`config.mk`:
```
export PLATFORM = sky130hd
export DESIGN_NAME = hazard_ctrl_flat
export DESIGN_NICKNAME = d
export VERILOG_FILES = /design/src/rtl/hazard_ctrl_if.sv /design/src/rtl/hazard_ctrl.sv /design/src/flat_wrapper.sv
export SDC_FILE = /design/constraint.sdc
export NUM_CORES = 1
export LEC_CHECK = 0
export BUFFER_PORTS_ARGS = -buffer_cell sky130_fd_sc_hd__buf_2
export CAP_MARGIN = 10
export CORE_MARGIN = 2
export CORE_UTILIZATION = 50
export CTS_CLUSTER_DIAMETER = 30
export DETAILED_ROUTE_END_ITERATION = 16
export PLACE_DENSITY = 0.8
export SLEW_MARGIN = 40
export SYNTH_ARGS = -nofsm -noshare
export SYNTH_HDL_FRONTEND = slang
export SYNTH_SLANG_ARGS = --single-unit
```
`constraint.sdc`:
```
create_clock -name clk_i -period 5.3 [get_ports clk_i]
set_input_delay 1.59 -clock clk_i [delete_from_list [all_inputs] [get_ports clk_i]]
set_output_delay 1.59 -clock clk_i [all_outputs]
set_load 0.03 [all_outputs]
```
`src/rtl/hazard_ctrl_if.sv`:
```
// Signal bundle between the pipeline (master) and the hazard controller (slave).
// Includes the controller's FSM state as a debug observation point.
interface hazard_ctrl_if #(
    parameter int CNT_W = 16
);
    logic [4:0]       id_rs_addr_i;
    logic [4:0]       id_rt_addr_i;
    logic             id_rs_used_i;
    logic             id_rt_used_i;
    logic             ex_memread_i;
    logic [4:0]       ex_rd_addr_i;
    logic             ex_branch_taken_i;
    logic             mem_access_i;
    logic             pc_stall_o;
    logic             ifid_stall_o;
    logic             ifid_flush_o;
    logic             idex_stall_o;
    logic             idex_bubble_o;
    logic             exmem_stall_o;
    logic             memwb_bubble_o;
    logic [CNT_W-1:0] stall_cnt_o;
    logic [CNT_W-1:0] flush_cnt_o;
    logic             dbg_state;

    modport master (
        output id_rs_addr_i, id_rt_addr_i, id_rs_used_i, id_rt_used_i,
               ex_memread_i, ex_rd_addr_i, ex_branch_taken_i, mem_access_i,
        input  pc_stall_o, ifid_stall_o, ifid_flush_o, idex_stall_o,
               idex_bubble_o, exmem_stall_o, memwb_bubble_o,
               stall_cnt_o, flush_cnt_o, dbg_state
    );

    modport slave (
        input  id_rs_addr_i, id_rt_addr_i, id_rs_used_i, id_rt_used_i,
               ex_memread_i, ex_rd_addr_i, ex_branch_taken_i, mem_access_i,
        output pc_stall_o, ifid_stall_o, ifid_flush_o, idex_stall_o,
               idex_bubble_o, exmem_stall_o, memwb_bubble_o,
               stall_cnt_o, flush_cnt_o, dbg_state
    );
endinterface

```
`src/rtl/hazard_ctrl.sv`:
```
// Pipeline hazard controller: memory-wait freeze > taken-branch flush > load-use stall.
// Controls are combinational; FSM state and saturating perf counters are registered.
module hazard_ctrl #(
    parameter int MEM_WAIT = 2,
    parameter int CNT_W    = 16
) (
    input  logic          clk_i,
    input  logic          rst_i,
    hazard_ctrl_if.slave  hz
);
    // A zero-width counter is illegal, so MEM_WAIT=0 still keeps one bit.
    localparam int WCNT_W = (MEM_WAIT > 0) ? $clog2(MEM_WAIT + 1) : 1;
    localparam logic [WCNT_W-1:0] WCNT_INIT = (MEM_WAIT > 0) ? WCNT_W'(MEM_WAIT - 1) : '0;

    typedef enum logic {
        RUN   = 1'b0,
        MWAIT = 1'b1
    } state_t;

    state_t            state_q, state_d;
    logic [WCNT_W-1:0] wcnt_q, wcnt_d;
    logic [CNT_W-1:0]  stall_cnt_q, flush_cnt_q;
    logic              mem_stall, flush, load_use, rs_hit, rt_hit;

    always_ff @(posedge clk_i) begin
        if (!rst_i) begin
            state_q     <= RUN;
            wcnt_q      <= '0;
            stall_cnt_q <= '0;
            flush_cnt_q <= '0;
        end else begin
            state_q <= state_d;
            wcnt_q  <= wcnt_d;
            if (hz.pc_stall_o && (stall_cnt_q != '1))
                stall_cnt_q <= stall_cnt_q + 1'b1;
            if (hz.ifid_flush_o && (flush_cnt_q != '1))
                flush_cnt_q <= flush_cnt_q + 1'b1;
        end
    end

    always_comb begin
        state_d   = state_q;
        wcnt_d    = wcnt_q;
        mem_stall = 1'b0;
        if (MEM_WAIT > 0) begin
            case (state_q)
                RUN: begin
                    if (hz.mem_access_i) begin
                        mem_stall = 1'b1;
                        state_d   = MWAIT;
                        wcnt_d    = WCNT_INIT;
                    end
                end
                MWAIT: begin
                    // wcnt=0 is the release cycle; the same access must not re-arm.
                    if (wcnt_q != '0) begin
                        mem_stall = 1'b1;
                        wcnt_d    = wcnt_q - 1'b1;
                    end else begin
                        state_d = RUN;
                    end
                end
                default: state_d = RUN;
            endcase
        end
    end

    always_comb begin
        rs_hit   = hz.id_rs_used_i && (hz.ex_rd_addr_i == hz.id_rs_addr_i);
        rt_hit   = hz.id_rt_used_i && (hz.ex_rd_addr_i == hz.id_rt_addr_i);
        flush    = !mem_stall && hz.ex_branch_taken_i;
        load_use = !mem_stall && !hz.ex_branch_taken_i && hz.ex_memread_i &&
                   (hz.ex_rd_addr_i != 5'd0) && (rs_hit || rt_hit);

        hz.pc_stall_o     = 1'b0;
        hz.ifid_stall_o   = 1'b0;
        hz.ifid_flush_o   = 1'b0;
        hz.idex_stall_o   = 1'b0;
        hz.idex_bubble_o  = 1'b0;
        hz.exmem_stall_o  = 1'b0;
        hz.memwb_bubble_o = 1'b0;
        if (rst_i) begin
            if (mem_stall) begin
                hz.pc_stall_o     = 1'b1;
                hz.ifid_stall_o   = 1'b1;
                hz.idex_stall_o   = 1'b1;
                hz.exmem_stall_o  = 1'b1;
                hz.memwb_bubble_o = 1'b1;
            end else if (flush) begin
                hz.ifid_flush_o  = 1'b1;
                hz.idex_bubble_o = 1'b1;
            end else if (load_use) begin
                hz.pc_stall_o    = 1'b1;
                hz.ifid_stall_o  = 1'b1;
                hz.idex_bubble_o = 1'b1;
            end
        end
    end

    assign hz.stall_cnt_o = stall_cnt_q;
    assign hz.flush_cnt_o = flush_cnt_q;
    assign hz.dbg_state   = state_q;
endmodule
```
`src/flat_wrapper.sv`:
```
// flat-port wrapper written by rule: the top's interface ports become plain ports
module hazard_ctrl_flat 
#(
    parameter int MEM_WAIT = 2,
    parameter int CNT_W    = 16
)
  (clk_i, rst_i, hz_id_rs_addr_i, hz_id_rt_addr_i, hz_id_rs_used_i, hz_id_rt_used_i, hz_ex_memread_i, hz_ex_rd_addr_i, hz_ex_branch_taken_i, hz_mem_access_i, hz_pc_stall_o, hz_ifid_stall_o, hz_ifid_flush_o, hz_idex_stall_o, hz_idex_bubble_o, hz_exmem_stall_o, hz_memwb_bubble_o, hz_stall_cnt_o, hz_flush_cnt_o, hz_dbg_state);
  hazard_ctrl_if #(.CNT_W(CNT_W)) hz_i ();
  input  logic clk_i;
  input  logic rst_i;
  input wire logic [$bits(hz_i.id_rs_addr_i)-1:0] hz_id_rs_addr_i;
  input wire logic [$bits(hz_i.id_rt_addr_i)-1:0] hz_id_rt_addr_i;
  input wire logic [$bits(hz_i.id_rs_used_i)-1:0] hz_id_rs_used_i;
  input wire logic [$bits(hz_i.id_rt_used_i)-1:0] hz_id_rt_used_i;
  input wire logic [$bits(hz_i.ex_memread_i)-1:0] hz_ex_memread_i;
  input wire logic [$bits(hz_i.ex_rd_addr_i)-1:0] hz_ex_rd_addr_i;
  input wire logic [$bits(hz_i.ex_branch_taken_i)-1:0] hz_ex_branch_taken_i;
  input wire logic [$bits(hz_i.mem_access_i)-1:0] hz_mem_access_i;
  output wire logic [$bits(hz_i.pc_stall_o)-1:0] hz_pc_stall_o;
  output wire logic [$bits(hz_i.ifid_stall_o)-1:0] hz_ifid_stall_o;
  output wire logic [$bits(hz_i.ifid_flush_o)-1:0] hz_ifid_flush_o;
  output wire logic [$bits(hz_i.idex_stall_o)-1:0] hz_idex_stall_o;
  output wire logic [$bits(hz_i.idex_bubble_o)-1:0] hz_idex_bubble_o;
  output wire logic [$bits(hz_i.exmem_stall_o)-1:0] hz_exmem_stall_o;
  output wire logic [$bits(hz_i.memwb_bubble_o)-1:0] hz_memwb_bubble_o;
  output wire logic [$bits(hz_i.stall_cnt_o)-1:0] hz_stall_cnt_o;
  output wire logic [$bits(hz_i.flush_cnt_o)-1:0] hz_flush_cnt_o;
  output wire logic [$bits(hz_i.dbg_state)-1:0] hz_dbg_state;
  assign hz_i.id_rs_addr_i = hz_id_rs_addr_i;
  assign hz_i.id_rt_addr_i = hz_id_rt_addr_i;
  assign hz_i.id_rs_used_i = hz_id_rs_used_i;
  assign hz_i.id_rt_used_i = hz_id_rt_used_i;
  assign hz_i.ex_memread_i = hz_ex_memread_i;
  assign hz_i.ex_rd_addr_i = hz_ex_rd_addr_i;
  assign hz_i.ex_branch_taken_i = hz_ex_branch_taken_i;
  assign hz_i.mem_access_i = hz_mem_access_i;
  assign hz_pc_stall_o = hz_i.pc_stall_o;
  assign hz_ifid_stall_o = hz_i.ifid_stall_o;
  assign hz_ifid_flush_o = hz_i.ifid_flush_o;
  assign hz_idex_stall_o = hz_i.idex_stall_o;
  assign hz_idex_bubble_o = hz_i.idex_bubble_o;
  assign hz_exmem_stall_o = hz_i.exmem_stall_o;
  assign hz_memwb_bubble_o = hz_i.memwb_bubble_o;
  assign hz_stall_cnt_o = hz_i.stall_cnt_o;
  assign hz_flush_cnt_o = hz_i.flush_cnt_o;
  assign hz_dbg_state = hz_i.dbg_state;
  hazard_ctrl #(.MEM_WAIT(MEM_WAIT), .CNT_W(CNT_W)) u_core (.clk_i(clk_i), .rst_i(rst_i), .hz(hz_i));
endmodule
```
# Yosys cells after proc, flatten, opt, wreduce, memory -nomap -nowiden
# Cells that the tools add are included.
# word_totals
wordCells	47
output_inout_bits	40
regBits	35
mem_bits_ro	0
n_memories	0
inputBits	22
mem_bits_rw	0
latch_bits	0
# op_classes
n_eq_ne	6
n_addsub	3
reduce_logical	15
order_cmp	0
n_mux	18
multipliers	0
n_bitwise	1
div	0
n_shift	0
# ops
cell	count
$add 16x1->16 const B	2
$ne 16x16->1 const B	2
$mux 1	14
$eq 5x5->1	2
$logic_and 1x1->1	9
$reduce_bool 5->1	1
$mux 2	2
$ne 2x2->1 const B	2
$pmux 2 s2	1
$logic_not 1->1	2
$pmux 1 s2	1
$reduce_and 2->1	1
$reduce_bool 2->1	1
$sub 2x1->2 const B	1
$logic_or 1x1->1	1
$not 1->1	1

# Depth between registers and ports, before layout
# Gate-level depths: netlist of run 1.
# depth
depth_word	13
ltp_mapped	9
depth_no_buf	8

# Least setup slack after synthesis of run 1
# No wires, ideal clock.
# synth_timing
path_type	input -> output
from	input hz_ex_rd_addr_i[1]
to	output hz_pc_stall_o
path_slack_ps	681
n_path_buf	2
arrival_ps	3029
required_ps	3710
path_stages	7
cell_sequence	or4_1 -> o21ai_1 -> inv_1 -> a21oi_4 -> buf_6 -> nor2_1 -> buf_4
# synth_via
elab_chain_len	8
word_cells_on_any_way	12
classes_between	eq/ne (2); mux (4); reduce/logical (6)
# synth_rtl
item	line	text
start: declaration	flat_wrapper.sv:16	input wire logic [$bits(hz_i.ex_rd_addr_i)-1:0] hz_ex_rd_addr_i;
$eq 5x5->1, on equally long branches	hazard_ctrl.sv:69, hazard_ctrl.sv:70	
$logic_and 1x1->1, on equally long branches	hazard_ctrl.sv:69, hazard_ctrl.sv:70	
$logic_or 1x1->1	hazard_ctrl.sv:73	(hz.ex_rd_addr_i != 5'd0) && (rs_hit || rt_hit);
$logic_and 1x1->1 (*)	hazard_ctrl.sv:73	
$mux 1 (*) (4 in a row)	n/a	
end: declaration	flat_wrapper.sv:19	output wire logic [$bits(hz_i.pc_stall_o)-1:0] hz_pc_stall_o;
# Mark *: on every way between the ends. The rest lies on a longest branch, timed or not.

# Worst setup path after layout of run 1
# layout_timing
from	input hz_ex_rd_addr_i[1]
to	output hz_ifid_stall_o
# layout_via
elab_chain_len	8
word_cells_on_any_way	12
classes_between	eq/ne (2); mux (4); reduce/logical (6)
# layout_rtl
item	line	text
$eq 5x5->1, on equally long branches	hazard_ctrl.sv:69, hazard_ctrl.sv:70	
$logic_and 1x1->1, on equally long branches	hazard_ctrl.sv:69, hazard_ctrl.sv:70	
$logic_or 1x1->1	hazard_ctrl.sv:73	
$logic_and 1x1->1 (*)	hazard_ctrl.sv:73	
$mux 1 (*)	hazard_ctrl.sv:92	end else if (load_use) begin
$mux 1 (*)	hazard_ctrl.sv:89	end else if (flush) begin
$mux 1 (*)	hazard_ctrl.sv:83	if (mem_stall) begin
$mux 1 (*)	hazard_ctrl.sv:82	if (rst_i) begin
end: declaration	flat_wrapper.sv:20	output wire logic [$bits(hz_i.ifid_stall_o)-1:0] hz_ifid_stall_o;
# Marked as above.

==> results.py, run 1 <==
metrics = {
    "timing": {
        "max_freq_ghz": 0.226,
        "finalCriticalPeriod_ns": 4.43,
        "setup_tns_ns": 0,
        "fin_skew_ns": 0.00192,
        "setup_violations": 0,
        "tightest_slew_ns": 0.510,
        "rsz0062_at_grt": "false",
        "finalHoldViolCount": 0,
        "drv_slew": 0,
        "min_period_over_period_pct": 83.6,
        "slew_headroom_pct": 66.0,
    },
    "logic_synthesis": {
        "yosys-top-cells-area": "dfxtp_1 37%, xnor2_1 6.9%, nand2_1 6.7%",
        "yosysTopAreaCellShare_pct": 36.9,
        "synth-seq-cells": 35,
        "synth_edf_count": 0,
        "synth_nets": 255,
        "synth_area_per_cell_sq_um": 8.26,
        "ys_seq_area_share_pct": 36.9,
        "synth_cells": 230,
        "synthFlopType": "dfxtp_1",
        "async_reset_ff_share_pct": 0,
        "synth_top_area_cell": "dfxtp_1",
        "synth_most_common_cell": "dfxtp_1",
        "yosys_warnings": 0,
        "syn_area_sq_um": 1900,
        "synth.top_cells.by_count": "35 x dfxtp_1, 34 x nand2_1, 18 x nor2_1",
        "synth_cell_types": 42,
    },
    "setup_path": {
        "path_class": "input pin to primary output",
        "cp-start-kind": "input pin",
        "worst-r2r-setup-slack_ns": 3.18,
        "critPathArrivalTime_ns": 2.84,
        "end_kind": "primary output",
        "reg2reg_depth": 6,
        "cp-startpoint": "hz_ex_rd_addr_i[1]",
        "reg2reg_to": "u_core.hz.stall_cnt_o[4]$_SDFFE_PN0P_",
        "crit_end": "hz_ifid_stall_o",
        "cp_max_fo": 3,
        "cp_data_required_time_ns": 3.71,
        "r2r_start": "u_core.hz.stall_cnt_o[3]$_SDFFE_PN0P_",
    },
    "clock_tree": {
        "cts_buffers": 5,
        "insertion_delay_ns": 0.29,
        "cts_tree": "yes",
        "post_cts_buffers": 0,
        "cts_resized": 0,
        "cts_buffer_depth": 2,
        "clock-sinks": 35,
        "ctsHoldBuffers": 0,
        "htree_levels": 2,
        "clk_pin_slew_ns": 0.07,
        "cts-root-buf": "clkbuf_8",
    },
    "routing": {
        "route.detailed.drc": 0,
        "drt-pass1-iter-count": 4,
        "routedLengthMet1_microns": 1850,
        "dr.first_iter.drc_count": 94,
        "wire_per_inst_microns": 12.3,
        "ant_nets": 0,
        "wl_microns": 4140,
        "routed.top_layer": "met4",
        "met3_length_microns": 336,
        "via_count": 1806,
        "wl_met2_microns": 1900,
        "vias_per_cell": 5.38,
    },
    "cells_and_area": {
        "seqCellArea_sq_um": 701,
        "fillers": 344,
        "fin_util_pct": 62.5,
        "drive_above_1_share_pct": 26.4,
        "antenna_cells": 0,
        "multiInputGateArea_sq_um": 1090,
        "syn_to_final_growth_pct": 20.6,
        "nets": 313,
    },
    "power": {
        "powerDensity_nw_per_um2": 232,
        "ir_worst_vdd_mv": 0.168,
        "power_leakage_nw": 0.949,
    },
    "hold_path": {
        "hold_path.class": "flip-flop to flip-flop",
    },
    "floorplan": {
        "dieArea_sq_um": 4310,
        "start_util_pct": 51.9,
        "coreArea_sq_um": 3660,
        "die_h_microns": 65.6,
        "rows": 22,
        "die_x_microns": 65.6,
        "io_pins": 62,
    },
    "grt": {
        "grt_pass1_wl_microns": 6820,
        "grt_antenna_before_repair": 0,
        "grt_max_degree": 28,
        "gr-usage-all-layers_pct": 20.4,
        "grt_overflow": 0,
        "grt_pass1_vias": 1567,
    },
    "placement": {
        "dp_hpwl_microns": 3000,
        "gp_congestion": 0.819,
        "portBuffers": 61,
    },
    "flow_run": {
        "drv_cap": 0,
    },
    "status": {
        "status": "finished, final reports clean",
    },
}
-- per-stage QoR --
stage | area, sq um | power [W] | setup WS [ns] | hold WS, ns | instances
after CTS | 2290 | 0.000537 | 0.864 | 0.484 | 336
after detailed placement | 2200 | 0.000344 | 0.867 | 0.470 | 329
after global routing | 2290 | 0.000558 | 0.798 | 0.516 | 336
after floorplan | 1900 | 0.000327 | 0.681 | 0.454 | 230
final | 2290 | 0.000532 | 0.867 | 0.477 | 336
after global placement | 2200 | 0.000343 | 0.886 | 0.466 | 329
-- sequential cells by signal, summed over array words and instances (netlist names) --
name / flops
u_core.hz.dbg_state: 1
u_core.hz.flush_cnt_o: 16
u_core.hz.stall_cnt_o: 16
u_core.wcnt_q: 2
-- logic make-up after synthesis --
family                     after synthesis  share of synthesized area [%]
and+or+nand+nor                        105                           28.0
DFF                                     35                           36.9
xor gates and xnor gates                16                           7.38
buffers and inverters                   21                           5.86
adders and majority gates                3                           1.98
AOI/OAI and AO/OA                       40                           14.6
muxes                                   10                           5.27
-- worst max-delay path, cell delays in order --
cell     delay (ns)
buf_2          0.12
or4_1          0.52
o21ai_1        0.13
inv_1          0.09
a21oi_4        0.15
nor2_1         0.06
buf_2          0.18
-- worst min-delay path by stage --
stage | from | endpoint | slack, ns | cells past startpoint
final | u_core.hz.flush_cnt_o[9]$_SDFFE_PN0P_ | u_core.hz.flush_cnt_o[9]$_SDFFE_PN0P_ | 0.48 | 1
after global routing | u_core.hz.flush_cnt_o[15]$_SDFFE_PN0P_ | u_core.hz.flush_cnt_o[15]$_SDFFE_PN0P_ | 0.52 | 2
after CTS | u_core.hz.flush_cnt_o[9]$_SDFFE_PN0P_ | u_core.hz.flush_cnt_o[9]$_SDFFE_PN0P_ | 0.48 | 1
after detailed placement | u_core.hz.flush_cnt_o[9]$_SDFFE_PN0P_ | u_core.hz.flush_cnt_o[9]$_SDFFE_PN0P_ | 0.47 | 1
after global placement | u_core.wcnt_q[1]$_SDFFE_PN0P_ | u_core.wcnt_q[1]$_SDFFE_PN0P_ | 0.47 | 2
after floorplan | u_core.wcnt_q[1]$_SDFFE_PN0P_ | u_core.wcnt_q[1]$_SDFFE_PN0P_ | 0.45 | 2
-- routing by layer --
layer  track usage (%)  up-vias
li1                  -      929
met1              24.1      814
met2              34.2       58
met3              7.19        5
met4              7.03        0
met5                 0        -
-- power by group --
part	switching, W	internal [W]	total (W)
logic	0.0000435	0.0000251	0.0000686
clock network	0.0000917	0.000102	0.000194
registers	0.00000320	0.000266	0.000270
total	0.000138	0.000393	0.000532
-- cells in the final DEF, fill, tap and decap left out, types with 2 or more instances in the layout --
master     n
buf_2     61
dfxtp_1   35
nand2_1   34
nor2_1    18
xnor2_1   15
a21oi_1   13
nand4_1   12
mux2i_1   10
inv_1      9
nand3_1    8
or4_1      7
o21ai_0    7
o31ai_1    6
clkbuf_8   6
nor3_1     5
or3_1      5
o21ai_1    3
nand2b_1   3
o211ai_1   3
ha_1       3
and3_1     2
nor4_1     2
buf_4      2
-- layout make-up --
class	count	area share, %
sequential	35	30.6
multi-input combinational	174	47.5
tap	48	2.62
clock buffer	6	3.61
timing repair buffer	63	14.0
inverter	9	1.48
clock inverter	1	0.219
No activity file was read; power rests on OpenSTA's default activity.
==> inputs of run 2 (changes only) <==
- clock period: 5.3 -> 4.2 ns (I/O delays scaled with it)
==> run 2 against run 1 <==
Effect of this change:
- setup slack got worse by 0.46 ns
- clock power rose by 13%
- count of clock-buffer cells in the layout did not move
- die area did not move
- first-iteration DRC count fell by 47%
- clock skew barely moved
- worst hold slack got worse by 0.0022 ns
- highest routed layer unchanged
==> results.py, run 2 (synthesis results as in run 1) <==
metrics = {
    "status": {
        "status": "finished, final reports clean",
    },
    "power": {
        "power_leakage_nw": 0.944,
        "powerDensity_nw_per_um2": 283,
        "ir_worst_vdd_mv": 0.220,
        "total_power_w": 0.000646,
    },
    "setup_path": {
        "cp-start-kind": "input pin",
        "cp_top_family": "simple AND/OR/NAND/NOR gates",
        "path_class": "input pin to primary output",
        "worst-r2r-setup-slack_ns": 2.09,
        "crit_cells": 7,
        "reg2reg_depth": 7,
        "cp_slowest_stage_delay_ns": 0.53,
        "cpMostUsedCell": "buf_2",
        "path_cells": "buf_2 > or4_1 > o21ai_1 > inv_1 > a21oi_4 > nor2_1 > buf_2",
        "end_kind": "primary output",
        "critPathArrivalTime_ns": 2.53,
        "path_buf_inv": 3,
        "cp_max_fo": 3,
        "cp_data_required_time_ns": 2.94,
        "slowest_stage": "or4_1",
    },
    "timing": {
        "rsz0062_at_grt": "false",
        "timing.hold.ws_ns": 0.475,
        "slew_headroom_pct": 65.8,
        "drv_slew": 0,
        "timing.final.ws_setup_ns": 0.409,
        "finalHoldViolCount": 0,
        "setup_tns_ns": 0,
        "finalCriticalPeriod_ns": 3.79,
        "tightest_slew_ns": 0.513,
        "fin_skew_ns": 0.00188,
        "setup_violations": 0,
        "min_period_over_period_pct": 90.3,
        "max_freq_ghz": 0.264,
    },
    "floorplan": {
        "die_h_microns": 65.6,
        "rows": 22,
        "coreArea_sq_um": 3660,
        "start_util_pct": 51.9,
        "die_x_microns": 65.6,
        "io_pins": 62,
        "dieArea_sq_um": 4310,
    },
    "clock_tree": {
        "clock-sinks": 35,
        "ctsHoldBuffers": 0,
        "htree_levels": 2,
        "clk_pin_slew_ns": 0.06,
        "cts_buffers": 5,
        "cts_tree": "yes",
        "post_cts_buffers": 0,
        "cts-root-buf": "clkbuf_8",
        "cts_buffer_depth": 2,
        "insertion_delay_ns": 0.28,
        "cts_resized": 0,
    },
    "placement": {
        "dp_slack_ns": 0.409,
        "gp_congestion": 0.810,
        "portBuffers": 61,
        "dp_hpwl_microns": 3030,
    },
    "cells_and_area": {
        "drive_above_1_share_pct": 26.0,
        "antenna_cells": 0,
        "mostFrequentLayoutCells": "61 x buf_2, 35 x dfxtp_1, 34 x nand2_1",
        "fillers": 334,
        "nets": 314,
        "syn_to_final_growth_pct": 20.2,
        "layout_commonest_cell": "buf_2",
    },
    "routing": {
        "drt-pass1-iter-count": 4,
        "ant_nets": 0,
        "dr.first_iter.drc_count": 50,
        "wire_per_inst_microns": 12.3,
        "wl_microns": 4130,
        "route.detailed.drc": 0,
        "vias_per_cell": 5.36,
        "via_count": 1802,
    },
    "grt": {
        "grt_pass1_wl_microns": 7130,
        "grt_antenna_before_repair": 0,
        "grt_overflow": 0,
        "grt_max_degree": 28,
        "grt_pass1_vias": 1636,
        "gr-usage-all-layers_pct": 21.1,
    },
    "hold_path": {
        "hold_path.class": "flip-flop to flip-flop",
        "min_delay_path_depth": 1,
    },
    "flow_run": {
        "drv_cap": 0,
    },
}
[run 2: cell type report]
class,instances,area [sq um],area share [%]
multi-input combinational,174,1090,47.6
sequential,35,701,30.7
timing repair buffer,64,328,14.4
clock buffer,6,72.6,3.18
tap,48,60.1,2.63
inverter,9,33.8,1.48
[run 2: power breakdown]
part	internal (W)	switching [W]	total [W]
Combinational	0.0000324	0.0000550	0.0000874
Clock	0.000110	0.000108	0.000219
Sequential	0.000336	0.00000411	0.000340
[run 2: final timing paths]
kind	from	end
setup / recovery	hz_ex_rd_addr_i[1]	hz_pc_stall_o
hold / removal	u_core.hz.flush_cnt_o[9]$_SDFFE_PN0P_	u_core.hz.flush_cnt_o[9]$_SDFFE_PN0P_
setup reg to reg	u_core.hz.flush_cnt_o[0]$_SDFFE_PN0P_	u_core.hz.flush_cnt_o[9]$_SDFFE_PN0P_
hold reg to reg	u_core.hz.flush_cnt_o[9]$_SDFFE_PN0P_	u_core.hz.flush_cnt_o[9]$_SDFFE_PN0P_
[run 2: layer usage]
metal	vias up	global-route usage, %	share of wire [%]
met5	-	0	0
met3	5	5.99	7.1
met2	54	34.3	45
li1	933	-	-
met4	0	8.33	1.5
met1	810	26.3	47
[run 2: through the flow]
| step | std cells | util [%] | instance area (sq um) |
|---|---|---|---|
| 2_1_floorplan | 230 | - | 1900 |
| 3_3_place_gp | 330 | 60.4 | 2210 |
| 3_5_place_dp | 330 | 60.4 | 2210 |
| 4_1_cts | 336 | 62.3 | 2280 |
| 5_1_grt | 336 | 62.3 | 2280 |
| 6_report | 336 | 62.3 | 2280 |
